## src/rtl/ahb_master_if.sv

```systemverilog
// AHB-Lite initiator: turns local read/write commands into SINGLE or INCR bursts of
// 32-bit word transfers, with write data pipelined one beat behind the address, read
// data capture, wait-state handling and two-cycle ERROR termination.
module ahb_master_if #(
   parameter int unsigned LEN_W = 4
) (
   input  logic             Hclk,
   input  logic             Hresetn,
   input  logic             cmd_valid,
   output logic             cmd_ready,
   input  logic             cmd_write,
   input  logic [31:0]      cmd_addr,
   input  logic [LEN_W-1:0] cmd_len,
   input  logic [31:0]      wr_data,
   output logic             wr_req,
   input  logic             Hreadyout,
   input  logic [1:0]       Hresp,
   input  logic [31:0]      Hrdata,
   output logic [31:0]      Haddr,
   output logic             Hwrite,
   output logic [1:0]       Htrans,
   output logic [2:0]       Hsize,
   output logic [2:0]       Hburst,
   output logic [31:0]      Hwdata,
   output logic [31:0]      rd_data,
   output logic             rd_valid,
   output logic             done,
   output logic             err
);

   localparam logic [1:0] TransIdle   = 2'b00;
   localparam logic [1:0] TransNonseq = 2'b10;
   localparam logic [1:0] TransSeq    = 2'b11;
   localparam logic [1:0] RespError   = 2'b01;
   localparam logic [2:0] BurstSingle = 3'b000;
   localparam logic [2:0] BurstIncr   = 3'b001;
   localparam logic [2:0] SizeWord    = 3'b010;

   typedef enum logic [1:0] {
      StIdle,
      StAddr,
      StLast,
      StErr1
   } state_e;

   state_e           state_q;
   logic [LEN_W-1:0] cnt_q;
   logic             dp_q;      // a data phase is in progress this cycle
   logic [31:0]      haddr_q;
   logic             hwrite_q;
   logic [1:0]       htrans_q;
   logic [2:0]       hburst_q;
   logic [31:0]      hwdata_q;
   logic [31:0]      rd_data_q;
   logic             rd_valid_q;
   logic             done_q;
   logic             err_q;

   logic [31:0]      haddr_inc;
   logic             unused_addr_lsb;

   assign haddr_inc       = haddr_q + 32'd4;
   assign unused_addr_lsb = ^cmd_addr[1:0];

   // Error response first cycle: slave stalls with ERROR while a data phase is pending.
   logic err_first;
   assign err_first = dp_q && !Hreadyout && (Hresp == RespError);

   // Sequencer: command accept, address/data pipeline, read capture and termination.
   always_ff @(posedge Hclk) begin
      if (!Hresetn) begin
         state_q    <= StIdle;
         cnt_q      <= '0;
         dp_q       <= 1'b0;
         haddr_q    <= '0;
         hwrite_q   <= 1'b0;
         htrans_q   <= TransIdle;
         hburst_q   <= BurstSingle;
         hwdata_q   <= '0;
         rd_data_q  <= '0;
         rd_valid_q <= 1'b0;
         done_q     <= 1'b0;
         err_q      <= 1'b0;
      end else begin
         rd_valid_q <= 1'b0;
         done_q     <= 1'b0;
         err_q      <= 1'b0;
         unique case (state_q)
            StIdle: begin
               if (cmd_valid) begin
                  state_q  <= StAddr;
                  htrans_q <= TransNonseq;
                  haddr_q  <= {cmd_addr[31:2], 2'b00};
                  hwrite_q <= cmd_write;
                  hburst_q <= (cmd_len == '0) ? BurstSingle : BurstIncr;
                  cnt_q    <= cmd_len;
                  dp_q     <= 1'b0;
               end
            end
            StAddr: begin
               if (err_first) begin
                  // Cancel the pending address; remaining beats are dropped.
                  state_q  <= StErr1;
                  htrans_q <= TransIdle;
               end else if (Hreadyout) begin
                  if (dp_q && !hwrite_q) begin
                     rd_data_q  <= Hrdata;
                     rd_valid_q <= 1'b1;
                  end
                  if (hwrite_q) begin
                     hwdata_q <= wr_data;
                  end
                  dp_q <= 1'b1;
                  if (cnt_q != '0) begin
                     cnt_q    <= cnt_q - LEN_W'(1);
                     haddr_q  <= haddr_inc;
                     // A burst may not cross a 1KB boundary, so restart it there.
                     htrans_q <= (haddr_inc[9:0] == 10'd0) ? TransNonseq : TransSeq;
                  end else begin
                     state_q  <= StLast;
                     htrans_q <= TransIdle;
                  end
               end
            end
            StLast: begin
               if (err_first) begin
                  state_q <= StErr1;
               end else if (Hreadyout) begin
                  if (!hwrite_q) begin
                     rd_data_q  <= Hrdata;
                     rd_valid_q <= 1'b1;
                  end
                  state_q <= StIdle;
                  dp_q    <= 1'b0;
                  done_q  <= 1'b1;
               end
            end
            StErr1: begin
               if (Hreadyout) begin
                  state_q <= StIdle;
                  dp_q    <= 1'b0;
                  done_q  <= 1'b1;
                  err_q   <= 1'b1;
               end
            end
            default: begin
               state_q <= StIdle;
            end
         endcase
      end
   end

   // Write data for the beat in address phase is taken whenever that phase is accepted.
   assign wr_req    = (state_q == StAddr) && hwrite_q && Hreadyout;
   assign cmd_ready = (state_q == StIdle);

   assign Haddr    = haddr_q;
   assign Hwrite   = hwrite_q;
   assign Htrans   = htrans_q;
   assign Hsize    = SizeWord;
   assign Hburst   = hburst_q;
   assign Hwdata   = hwdata_q;
   assign rd_data  = rd_data_q;
   assign rd_valid = rd_valid_q;
   assign done     = done_q;
   assign err      = err_q;

endmodule

```

## config.mk

```make
export PLATFORM = sky130hd
export DESIGN_NAME = ahb_master_if
export DESIGN_NICKNAME = d
export VERILOG_FILES = /design/src/rtl/ahb_master_if.sv
export SDC_FILE = /design/constraint.sdc
export NUM_CORES = 1
export LEC_CHECK = 0
export BUFFER_PORTS_ARGS = -buffer_cell sky130_fd_sc_hd__buf_2
export CORE_MARGIN = 2
export CORE_UTILIZATION = 48
export CTS_CLUSTER_DIAMETER = 200
export DETAILED_ROUTE_END_ITERATION = 10
export PLACE_DENSITY = 0.84
export SLEW_MARGIN = 40
export SYNTH_ARGS = -nofsm -noshare
export SYNTH_HDL_FRONTEND = slang
export SYNTH_SLANG_ARGS = --single-unit
```

## constraint.sdc

```tcl
create_clock -name Hclk -period 2.5 [get_ports Hclk]
set_clock_uncertainty 0.1 [all_clocks]
set_input_delay 0.5 -clock Hclk [delete_from_list [all_inputs] [get_ports Hclk]]
set_output_delay 0.5 -clock Hclk [all_outputs]
set_load 0.05 [all_outputs]
```

Word level (Yosys, flattened, before mapping)
Cells that the tools add are included.

word-level totals
  flip-flop bits (word level) = 112
  latch bits = 0
  bits in writable memories = 0
  ROM bits = 0
  input bits = 107
  output and inout bits = 110
  logic and storage cells = 97
  memories kept = 0

cells by class
  add/subtract/negate cells = 2
  multipliers = 0
  divide/modulo/power cells = 0
  $lt $le $gt $ge = 0
  eq/ne operators = 14
  shift operators = 0
  mux-type cells = 47
  bitwise logic cells = 1
  reduce and logical (&&, ||, !) cells = 21

operators with widths
  operator                                                               count
  32-bit two-way mux                                                     10
  32-bit one-hot mux with 2 select lines                                 2
  32-bit by 3-bit adder with 32-bit output, second input constant        1
  2-bit two-way mux                                                      10
  4-bit two-way mux                                                      4
  2-bit inequality test, second input constant                           8
  1-bit two-way mux                                                      15
  10-bit zero test                                                       1
  2-bit one-hot mux with 4 select lines                                  1
  4-bit one-hot mux with 2 select lines                                  1
  4-bit AND reduction                                                    2
  7-bit AND reduction                                                    1
  3-bit inequality test, second input constant                           2
  3-bit AND reduction                                                    2
  1-bit logical AND                                                      5
  5-bit AND reduction                                                    1
  2-bit by 1-bit equality test with 1-bit output, second input constant  2
  2-bit equality test, second input constant                             2
  4-bit zero test                                                        1
  1-bit one-hot mux with 2 select lines                                  2
  1-bit one-hot mux with 4 select lines                                  1
  2-bit one-hot mux with 2 select lines                                  1
  2-bit AND reduction                                                    2
  2-bit nonzero test                                                     2
  other kinds (5)                                                        6

Depth between registers and ports, before layout
Gate-level depths: netlist of the first run.

  depth after elaboration = 7
  depth in mapped cells = 8
  gate-level depth less buffers = 7

Least setup slack after synthesis of the first run
Ideal clock, no wire load.

  path kind = register -> output
  from = reg state_q[1]
  to = out wr_req
  data arrival time = 1.919 ns
  data required time = 1.900 ns
  path slack = -0.019 ns
  stages on the path, launching flop included = 7
  path buffers = 2
  cell sequence = dfxtp_1 -> inv_1 -> ha_1 -> clkbuf_1 -> nand3_1 -> inv_1 -> buf_1

between the ends
  cells in the longest elaborated chain, start to end = 3

RTL lines
  element                                         line  text
  start, declared                                 46    state_e state_q;
  start signal, assigned                          72    state_q <= StIdle;
  start signal, assigned                          91    state_q <= StAddr;
  start signal, assigned                          103   state_q <= StErr1;
  2-bit by 1-bit equality test with 1-bit output  154   assign wr_req = (state_q == StAddr) && hwrite_q && Hreadyout;
  1-bit logical AND (2 in series)                 154
  end, declared                                   15    output logic wr_req,

Every way passes these cells.

Worst setup path in the final report of the first run
Ends and elaborated chain as after synthesis.

==> results.json, run 1 <==
{
  "whs_path_depth": 3,
  "grt_pass1_wl_um": 23300,
  "end_kind": "primary output",
  "slowest_stage": "dfxtp_1",
  "async_flop_share_pct": 0,
  "dp.final_hpwl_um": 10700,
  "yosysWarnings": 0,
  "avgRoutedWirePerCell_um": 15.3,
  "max-slew-margin-rel_pct": 49.9,
  "rsz0062_at_grt": "false",
  "diodes": 0,
  "reg2regPathDepth": 6,
  "die-area_sq_mm": 0.0112,
  "max_stage_delay_ns": 0.36,
  "n_fill_cell": 943,
  "status": "completed",
  "synthToLayoutAreaGrowth_pct": 29.0,
  "cpMostUsedCell": "inv_1",
  "die_h_um": 106,
  "ir_worst_vdd_uv": 513,
  "hold_viol_final": 0,
  "arrival_ns": 1.76,
  "synthCells": 639,
  "report.final.slew_viol_count": 0,
  "drv_cap": 0,
  "io_buffers": 207,
  "ys_seq_area_share_pct": 43.6,
  "drc_errors": 0,
  "yosys_most_used_dff": "dfxtp_1",
  "cp.depth": 6,
  "synth-seq-cells": 108,
  "finalInstanceArea_sq_mm": 0.00639,
  "place.gp.congestion": 0.903,
  "cts_inserted_buffers": 9,
  "layout.area.seq_sq_mm": 0.00216,
  "period_needed_ns": 2.36,
  "synthesis.area_sq_mm": 0.00496,
  "vias": 5470,
  "start_util_pct": 48.7,
  "final_common_cell": "buf_2",
  "ant_nets": 0,
  "whs_ns": 0.259,
  "nNetsFinal": 949,
  "grt-ovfl-total": 0,
  "clk_latency_ns": 0.37,
  "layout_common_cells": "buf_2, nand2_1, dfxtp_1",
  "synth.distinct_cells": 62,
  "grt_pass1_vias": 4891,
  "tns_ns": 0,
  "worst-setup-path-type": "register to primary output",
  "final_util_pct": 62.8,
  "htree_num_levels": 3,
  "crit_path_start_kind": "register",
  "cts_tree": "built",
  "drt-pass1-iter-count": 5,
  "cts-root-buf": "clkbuf_8",
  "core_sq_mm": 0.0102,
  "total_power_mw": 6.21,
  "leakage_nw": 2.71,
  "row_count": 37,
  "path_buf_inv": 4,
  "clk_path_buf_depth": 2,
  "dieWidth_um": 106,
  "multi_input_area_sq_mm": 0.00256,
  "hold_class": "input port to register",
  "fin_crit_sh_pct": 94.3,
  "placed_area_sq_mm": 0.00617,
  "crit_fanout": 23,
  "clk_pin_slew_worst_paths_ns": 0.11,
  "drive_gt1_share_pct": 31.0,
  "hold_buffers": 0,
  "antenna_found_initial": 0,
  "ioPinCount": 217,
  "cp_top_family": "buffers and inverters",
  "clkSinkCount": 108,
  "drt_wl_total_um": 15000,
  "synth.avg_cell_area_sq_um": 7.76,
  "synth_edf_count": 0,
  "setup_viol": 0,
  "postCtsSetupRepairBufs": 0,
  "grt_max_degree": 73,
  "routed_via_density": 5.60,
  "cp.required_ns": 1.90,
  "path_cells": "inv_1 -> ha_1 -> buf_6 -> nand3_1 -> inv_1 -> buf_2",
  "powerDensity_mw_per_mm2": 971,
  "track_usage_pct": 25.6,
  "fmax_mhz": 424,
  "worst_slew_pin_slew_ns": 0.745,
  "drt_iter0_drc": 451
}
==> logic make-up after synthesis <==
group | after synthesis | share of synthesized area (%)
adder cells (fa/ha/maj) | 6 | 1.51
AO/OA/AOI/OAI | 181 | 22.6
flip-flops | 108 | 43.6
other | 2 | 0.152
buffers and inverters | 65 | 5.55
multiplexers | 3 | 0.631
AND/OR/NAND/NOR | 274 | 25.9
==> worst register-to-register path, delay by kind of cell, from the launching register on <==
kind	cells	cell delay (ns)
flip-flops	1	0.44
AO/OA/AOI/OAI	2	0.57
AND/OR/NAND/NOR	3	0.89
adder cells (fa/ha/maj)	1	0.29
==> timing repair <==
item                                    4_1_cts  5_1_grt
resized for setup                             0        1
endpoints found under the setup margin        0        1
endpoints found under the hold margin         0        0
==> power by group <==
part / internal [mW] / leakage, nW / switching [mW] / total, mW
clock: 0.482 / 0.104 / 0.644 / 1.13
combinational: 0.829 / 1.73 / 1.93 / 2.76
sequential: 1.99 / 0.877 / 0.335 / 2.33
==> final timing paths <==
check | slack, ns | to | start
max | 0.14 | wr_req | state_q[1]
min | 0.26 | rd_data[3] | Hrdata[3]
max reg2reg | 0.18 | Haddr[22] | Haddr[2]
min reg2reg | 0.36 | Hwdata[10] | Hwdata[10]
==> registers in the layout (all words and copies together) (netlist names) <==
register and cells:
Haddr 30, rd_data 32, cnt_q 4, rd_valid 1
err 1, Hwrite 1, Hburst 1, dp_q 1
Hwdata 32, done 1, Htrans 2, state_q 2
==> synthesized netlist by cell type, drive strengths merged, types with 2 or more instances <==
cell type	instances	area (sq um)
o22ai	4	25.0
nand3b	3	22.5
a21oi	84	420
nand3	30	155
o221ai	6	52.6
nor2b	4	25.0
nand4	9	71.3
or4	4	30.0
nor2	20	75.1
a21o	3	22.5
nand2b	2	12.5
o211ai	7	52.6
or3	2	12.5
a22oi	7	52.6
dfxtp	108	2160
inv	13	48.8
o311ai	6	52.6
o21a	2	15.0
buf	16	91.3
clkbuf	36	135
a31oi	12	75.1
nand2	163	612
o31ai	4	30.0
a211oi	4	30.0
o21ai	21	105
nor4	11	96.3
mux2i	2	20.0
a22o	5	43.8
nor3	9	45.0
nor3b	3	22.5
nand4b	2	17.5
a32oi	3	26.3
ha	6	75.1
and3	5	31.3
a311oi	2	17.5
conb	2	7.51
==> routing by layer <==
layer | GRT usage (%) | vias to the layer above | routed length, um
met5 | 0 | - | 0
met1 | 31.5 | 2529 | 6070
met4 | 7.99 | 0 | 266
li1 | - | 2647 | -
met3 | 6.62 | 33 | 1340
met2 | 44.0 | 261 | 7290
==> final cells by class <==
type | count | area share (%)
flip-flops and latches | 108 | 33.8
clock buffers | 9 | 1.94
repair buffers | 233 | 19.5
inverters | 13 | 0.764
clock inverters | 7 | 1.29
well taps | 136 | 2.66
multi-input cells | 471 | 40.0
==> per-stage QoR <==
stage	setup slack, ns	cells
floorplan	0.0592	644
global route	0.0201	977
global placement	0.137	961
detailed placement	0.102	961
finish	0.142	977
CTS	0.0787	977
Note: power is estimated with default switching activity, not from simulation.
==> run 2, diff against run 1 <==
- GPL_TIMING_DRIVEN: not set -> 0
==> run 2 against run 1 <==
Against the previous run: critical path type unchanged; routed wire length is 9.8% higher; critical path depth rose by 1; non-clock buffer count grew 31; via count increased by 4.1%; design area is 2.5% higher; flip-flop and latch count stayed put; sequential power about the same; critical endpoint unchanged.
==> results.json, run 2 (synthesis gave the netlist of run 1 again) <==
{
  "grt_max_degree": 21,
  "grt-ovfl-total": 0,
  "rsz0062_at_grt": "false",
  "cts_inserted_buffers": 9,
  "start_util_pct": 48.7,
  "crit_fanout": 10,
  "layout_common_cells": "buf_2, nand2_1, dfxtp_1",
  "cts-root-buf": "clkbuf_8",
  "arrival_ns": 1.80,
  "drt_wl_total_um": 16400,
  "clkSinkCount": 108,
  "final_cells": 1009,
  "total_power_mw": 6.35,
  "nNetsFinal": 980,
  "n_fill_cell": 928,
  "drt_iter0_drc": 442,
  "powerDensity_mw_per_mm2": 969,
  "synthToLayoutAreaGrowth_pct": 32.1,
  "worst-setup-path-type": "register to primary output",
  "cp.required_ns": 1.90,
  "r2r-start": "Haddr[2]",
  "ant_nets": 0,
  "io_buffers": 206,
  "r2r_end": "Haddr[18]",
  "clk_pin_slew_worst_paths_ns": 0.12,
  "worst_slew_pin_slew_ns": 0.709,
  "place_inst": 986,
  "drive_gt1_share_pct": 31.1,
  "grt_pass1_wl_um": 25200,
  "dp.final_hpwl_um": 11700,
  "hold_buffers": 0,
  "core_sq_mm": 0.0102,
  "clk_latency_ns": 0.37,
  "end_kind": "primary output",
  "ioPinCount": 217,
  "setup_ws_ns": 0.101,
  "period_needed_ns": 2.40,
  "place.gp.congestion": 0.868,
  "final_util_pct": 64.3,
  "ir_worst_vdd_uv": 385,
  "avgRoutedWirePerCell_um": 16.3,
  "setup_viol": 0,
  "die-area_sq_mm": 0.0112,
  "htree_num_levels": 3,
  "max-slew-margin-rel_pct": 52.8,
  "fmax_mhz": 417,
  "drc_errors": 0,
  "drt-pass1-iter-count": 8,
  "pre_cts_ws_ns": -0.363,
  "whs_path_depth": 3,
  "row_count": 37,
  "grt_pass1_vias": 5265,
  "routed_via_density": 5.64,
  "clk_path_buf_depth": 2,
  "reg2regPathDepth": 7,
  "hold_class": "input port to register",
  "r2r_slack_ns": 0.18,
  "drv_cap": 0,
  "whs_endpoint": "rd_data[10]",
  "antenna_found_initial": 1,
  "die_h_um": 106,
  "report.final.slew_viol_count": 0,
  "track_usage_pct": 28.0,
  "leakage_nw": 2.78,
  "status": "completed",
  "fin_crit_sh_pct": 96.0,
  "dieWidth_um": 106,
  "min_from": "Hrdata[10]",
  "whs_ns": 0.245,
  "crit_path_start_kind": "register",
  "hold_viol_final": 0,
  "final_common_cell": "buf_2",
  "cts_tree": "built",
  "vias": 5694
}
## run 2: cell count changes in the layout (fill, tap and decap cells not counted), sizes merged
cell,before,now
clkbuf,9,43
diode,0,1
buf,233,230
## run 2: worst max path at each step
stage	start	to	slack [ns]	cells past startpoint
6_report	state_q[1]	wr_req	0.10	7
4_1_cts	state_q[1]	wr_req	0.004	7
3_3_place_gp	state_q[0]	wr_req	-0.33	6
2_1_floorplan	Haddr[11]	Haddr[31]	0.06	5
5_1_grt	Haddr[2]	Haddr[22]	0.01	6
3_5_place_dp	state_q[0]	wr_req	-0.36	6
## run 2: per-layer routing
metal	up-vias	global-route usage (%)	part of all wire, %
met2	380	46.7	47
met4	0	12.5	3.2
met1	2538	33.8	39
met3	67	7.61	11
met5	-	0	0
li1	2709	-	-
## run 2: layout make-up
class / count / area [sq um] / share of cell area, %
Inverter: 13 / 51.3 / 0.783
Antenna cell: 1 / 2.50 / 0.0382
Clock inverter: 7 / 91.3 / 1.39
Multi-Input combinational cell: 471 / 2600 / 39.8
Clock buffer: 9 / 124 / 1.89
Sequential cell: 108 / 2170 / 33.1
Tap cell: 136 / 170 / 2.60
Buffer: 50 / 243 / 3.71
Timing Repair Buffer: 214 / 1100 / 16.8
## run 2: worst max-delay path: stages, from the launching register on
cell      delay (ns)
dfxtp_1         0.39
inv_2           0.11
ha_4            0.17
clkbuf_8        0.18
nand3_4         0.12
inv_4           0.11
buf_6           0.16
buf_6           0.17
## run 2: through the flow
step	instance area (sq um)	TNS (ns)
floorplan	4980	0
global placement	6180	-4.56
detailed placement	6180	-4.76
CTS	6450	0
global route	6550	0
finish	6550	0
## run 2: power by group
group | total, mW | internal, mW | switching, mW
sequential | 2.32 | 2.00 | 0.321
combinational | 2.88 | 0.818 | 2.06
clock | 1.15 | 0.488 | 0.662
## run 2: what timing repair did
item                       4_1_cts  5_1_grt
gates resized for setup         16       16
setup endpoints to repair       30       31
buffers inserted                 0        8
pin swaps                        0        3
gates cloned                     0        0
==> run 3, diff against run 2 <==
- CORE_UTILIZATION: 48 -> 43
- PLACE_DENSITY: 0.84 -> 0.8
- clock period: 2.5 -> 1.95 ns (I/O delays scaled with it)
==> run 3 against run 2 <==
Against the previous run: largest power group unchanged; die area up 11%; worst setup slack lost 0.31 ns; clock power up 62%; the flow now finishes with violations (setup timing).
==> results.json, run 3 (synthesis gave the netlist of run 1 again) <==
{
  "worst-setup-path-type": "register to register",
  "crit_start": "state_q[1]",
  "place.gp.congestion": 0.910,
  "max-slew-margin-rel_pct": 52.8,
  "ir_worst_vdd_uv": 789,
  "p_clk_share_pct": 19.4,
  "ant_nets": 0,
  "violations": "setup timing",
  "synthToLayoutAreaGrowth_pct": 48.2,
  "clk_pin_slew_worst_paths_ns": 0.08,
  "layout.area.seq_sq_mm": 0.00223,
  "final_util_pct": 64.9,
  "routed_via_density": 5.69,
  "dp.final_hpwl_um": 11900,
  "cp.required_ns": 2.13,
  "drt_wl_total_um": 18200,
  "start_util_pct": 43.8,
  "ioPinCount": 217,
  "drive_gt1_share_pct": 41.6,
  "r2r_end": "Haddr[19]",
  "hold_viol_final": 0,
  "crit_path_start_kind": "register",
  "seqPwrFrac_pct": 32.5,
  "clk_latency_ns": 0.36,
  "drc_errors": 0,
  "grt_pass1_vias": 5450,
  "nNetsFinal": 1018,
  "arrival_ns": 2.34,
  "hold_buffers": 0,
  "die-area_sq_mm": 0.0124,
  "die_h_um": 111,
  "antenna_found_initial": 2,
  "r2r_slack_ns": -0.21,
  "drv_cap": 0,
  "tns_ns": -3.44,
  "io_buffers": 206,
  "rsz0062_at_grt": "true",
  "fin_crit_sh_pct": 111,
  "p_comb_share_pct": 48.0,
  "dieWidth_um": 111,
  "cts_tree": "built",
  "fmax_mhz": 463,
  "grt_max_degree": 18,
  "power_switching_mw": 4.28,
  "drt_iter0_drc": 544,
  "powerDensity_mw_per_mm2": 1300,
  "clkSinkCount": 108,
  "path_cells": "inv_4 -> ha_4 -> buf_6 -> buf_6 -> nand3b_1 -> buf_4 -> o31ai_4 -> buf_4 -> o221ai_1 -> nor3_2",
  "clk_path_buf_depth": 2,
  "crit_fanout": 6,
  "slowest_stage": "dfxtp_4",
  "track_usage_pct": 26.8,
  "drt-pass1-iter-count": 5,
  "grt_pass1_wl_um": 26800,
  "setup_ws_ns": -0.211,
  "leakage_nw": 3.13,
  "reg2regPathDepth": 10,
  "r2r-start": "state_q[1]",
  "report.final.slew_viol_count": 0,
  "n_fill_cell": 967,
  "layout_common_cells": "buf_2, nand2_1, dfxtp_1",
  "setup_viol": 33,
  "cts-root-buf": "clkbuf_16",
  "htree_num_levels": 3,
  "period_needed_ns": 2.16,
  "status": "finished with violations",
  "setup.worst_path.end": "Haddr[19]",
  "vias": 5996,
  "cts_inserted_buffers": 9,
  "max_stage_delay_ns": 0.38,
  "final_common_cell": "buf_2",
  "core_sq_mm": 0.0113,
  "grt-ovfl-total": 0,
  "multi_input_area_sq_mm": 0.00284,
  "swShare_pct": 44.9,
  "hold_class": "input port to register",
  "end_kind": "register",
  "internal_power_mw": 5.26,
  "avgRoutedWirePerCell_um": 17.3,
  "worst_slew_pin_slew_ns": 0.708,
  "row_count": 39
}
run 3: changes by cell type in the layout (fill, tap and decap cells not counted), sizes merged:
cell / before / now
buf: 230 / 275
clkbuf: 43 / 38
inv: 16 / 14
bufinv: 1 / 0
run 3: power groups by stage:
stage	clock network, mW	registers, mW	logic [mW]
4_1_cts	1.85	3.05	4.10
3_3_place_gp	0	3.07	3.59
2_1_floorplan	0	4.04	1.67
6_report	1.86	3.10	4.59
5_1_grt	1.94	3.15	4.81
3_5_place_dp	0	3.08	3.60
run 3: worst min-delay path by stage:
stage               slack, ns   startpoint          end  cells after the start
global placement         0.34    Htrans[0]    Htrans[0]                      2
floorplan                0.35     cnt_q[1]     cnt_q[1]                      2
CTS                      0.16  wr_data[12]   Hwdata[12]                      3
detailed placement       0.34  rd_data[12]  rd_data[12]                      2
finish                   0.16   Hrdata[27]  rd_data[27]                      3
global route             0.16  wr_data[18]   Hwdata[18]                      3
run 3: repair_timing:
item / 4_1_cts / 5_1_grt
gates resized for setup: 66 / 62
pin swaps: 23 / 22
endpoints found under the setup margin: 101 / 93
buffers inserted: 27 / 22
gates cloned: 2 / 0
run 3: worst max-delay path: cells and delay by family (launching register included):
| kind | cells | cell delay (ns) |
|---|---|---|
| buffers and inverters | 5 | 0.69 |
| AND/OR/NAND/NOR | 2 | 0.47 |
| flip-flops | 1 | 0.38 |
| AO/OA/AOI/OAI | 2 | 0.26 |
| adder cells (fa/ha/maj) | 1 | 0.18 |
run 3: per-layer routing:
| layer | up-vias | GRT usage, % | share of wire, % |
|---|---|---|---|
| met4 | 2 | 13.4 | 3.9 |
| met1 | 2731 | 31.8 | 37 |
| met2 | 398 | 44.6 | 47 |
| li1 | 2794 | - | - |
| met5 | - | 0 | 0.093 |
| met3 | 71 | 7.40 | 11 |
run 3: cell type report:
class / instances / share of cell area, %
inverters: 13 / 0.784
multi-input cells: 471 / 38.6
repair buffers: 257 / 19.7
clock buffers: 11 / 3.59
plain buffers: 45 / 4.09
flip-flops and latches: 108 / 30.3
clock inverters: 4 / 0.392
diodes: 1 / 0.0341
well taps: 143 / 2.44
run 3: through the flow:
stage / cell area (sq um) / cells / total power, mW / hold WS, ns / setup WS (ns)
floorplan: 5130 / 644 / 5.71 / 0.346 / -0.139
global placement: 6340 / 993 / 6.66 / 0.337 / -0.680
detailed placement: 6340 / 993 / 6.68 / 0.344 / -0.694
CTS: 7040 / 1035 / 9.00 / 0.159 / -0.179
global route: 7340 / 1052 / 9.91 / 0.159 / -0.256
finish: 7340 / 1053 / 9.54 / 0.160 / -0.211
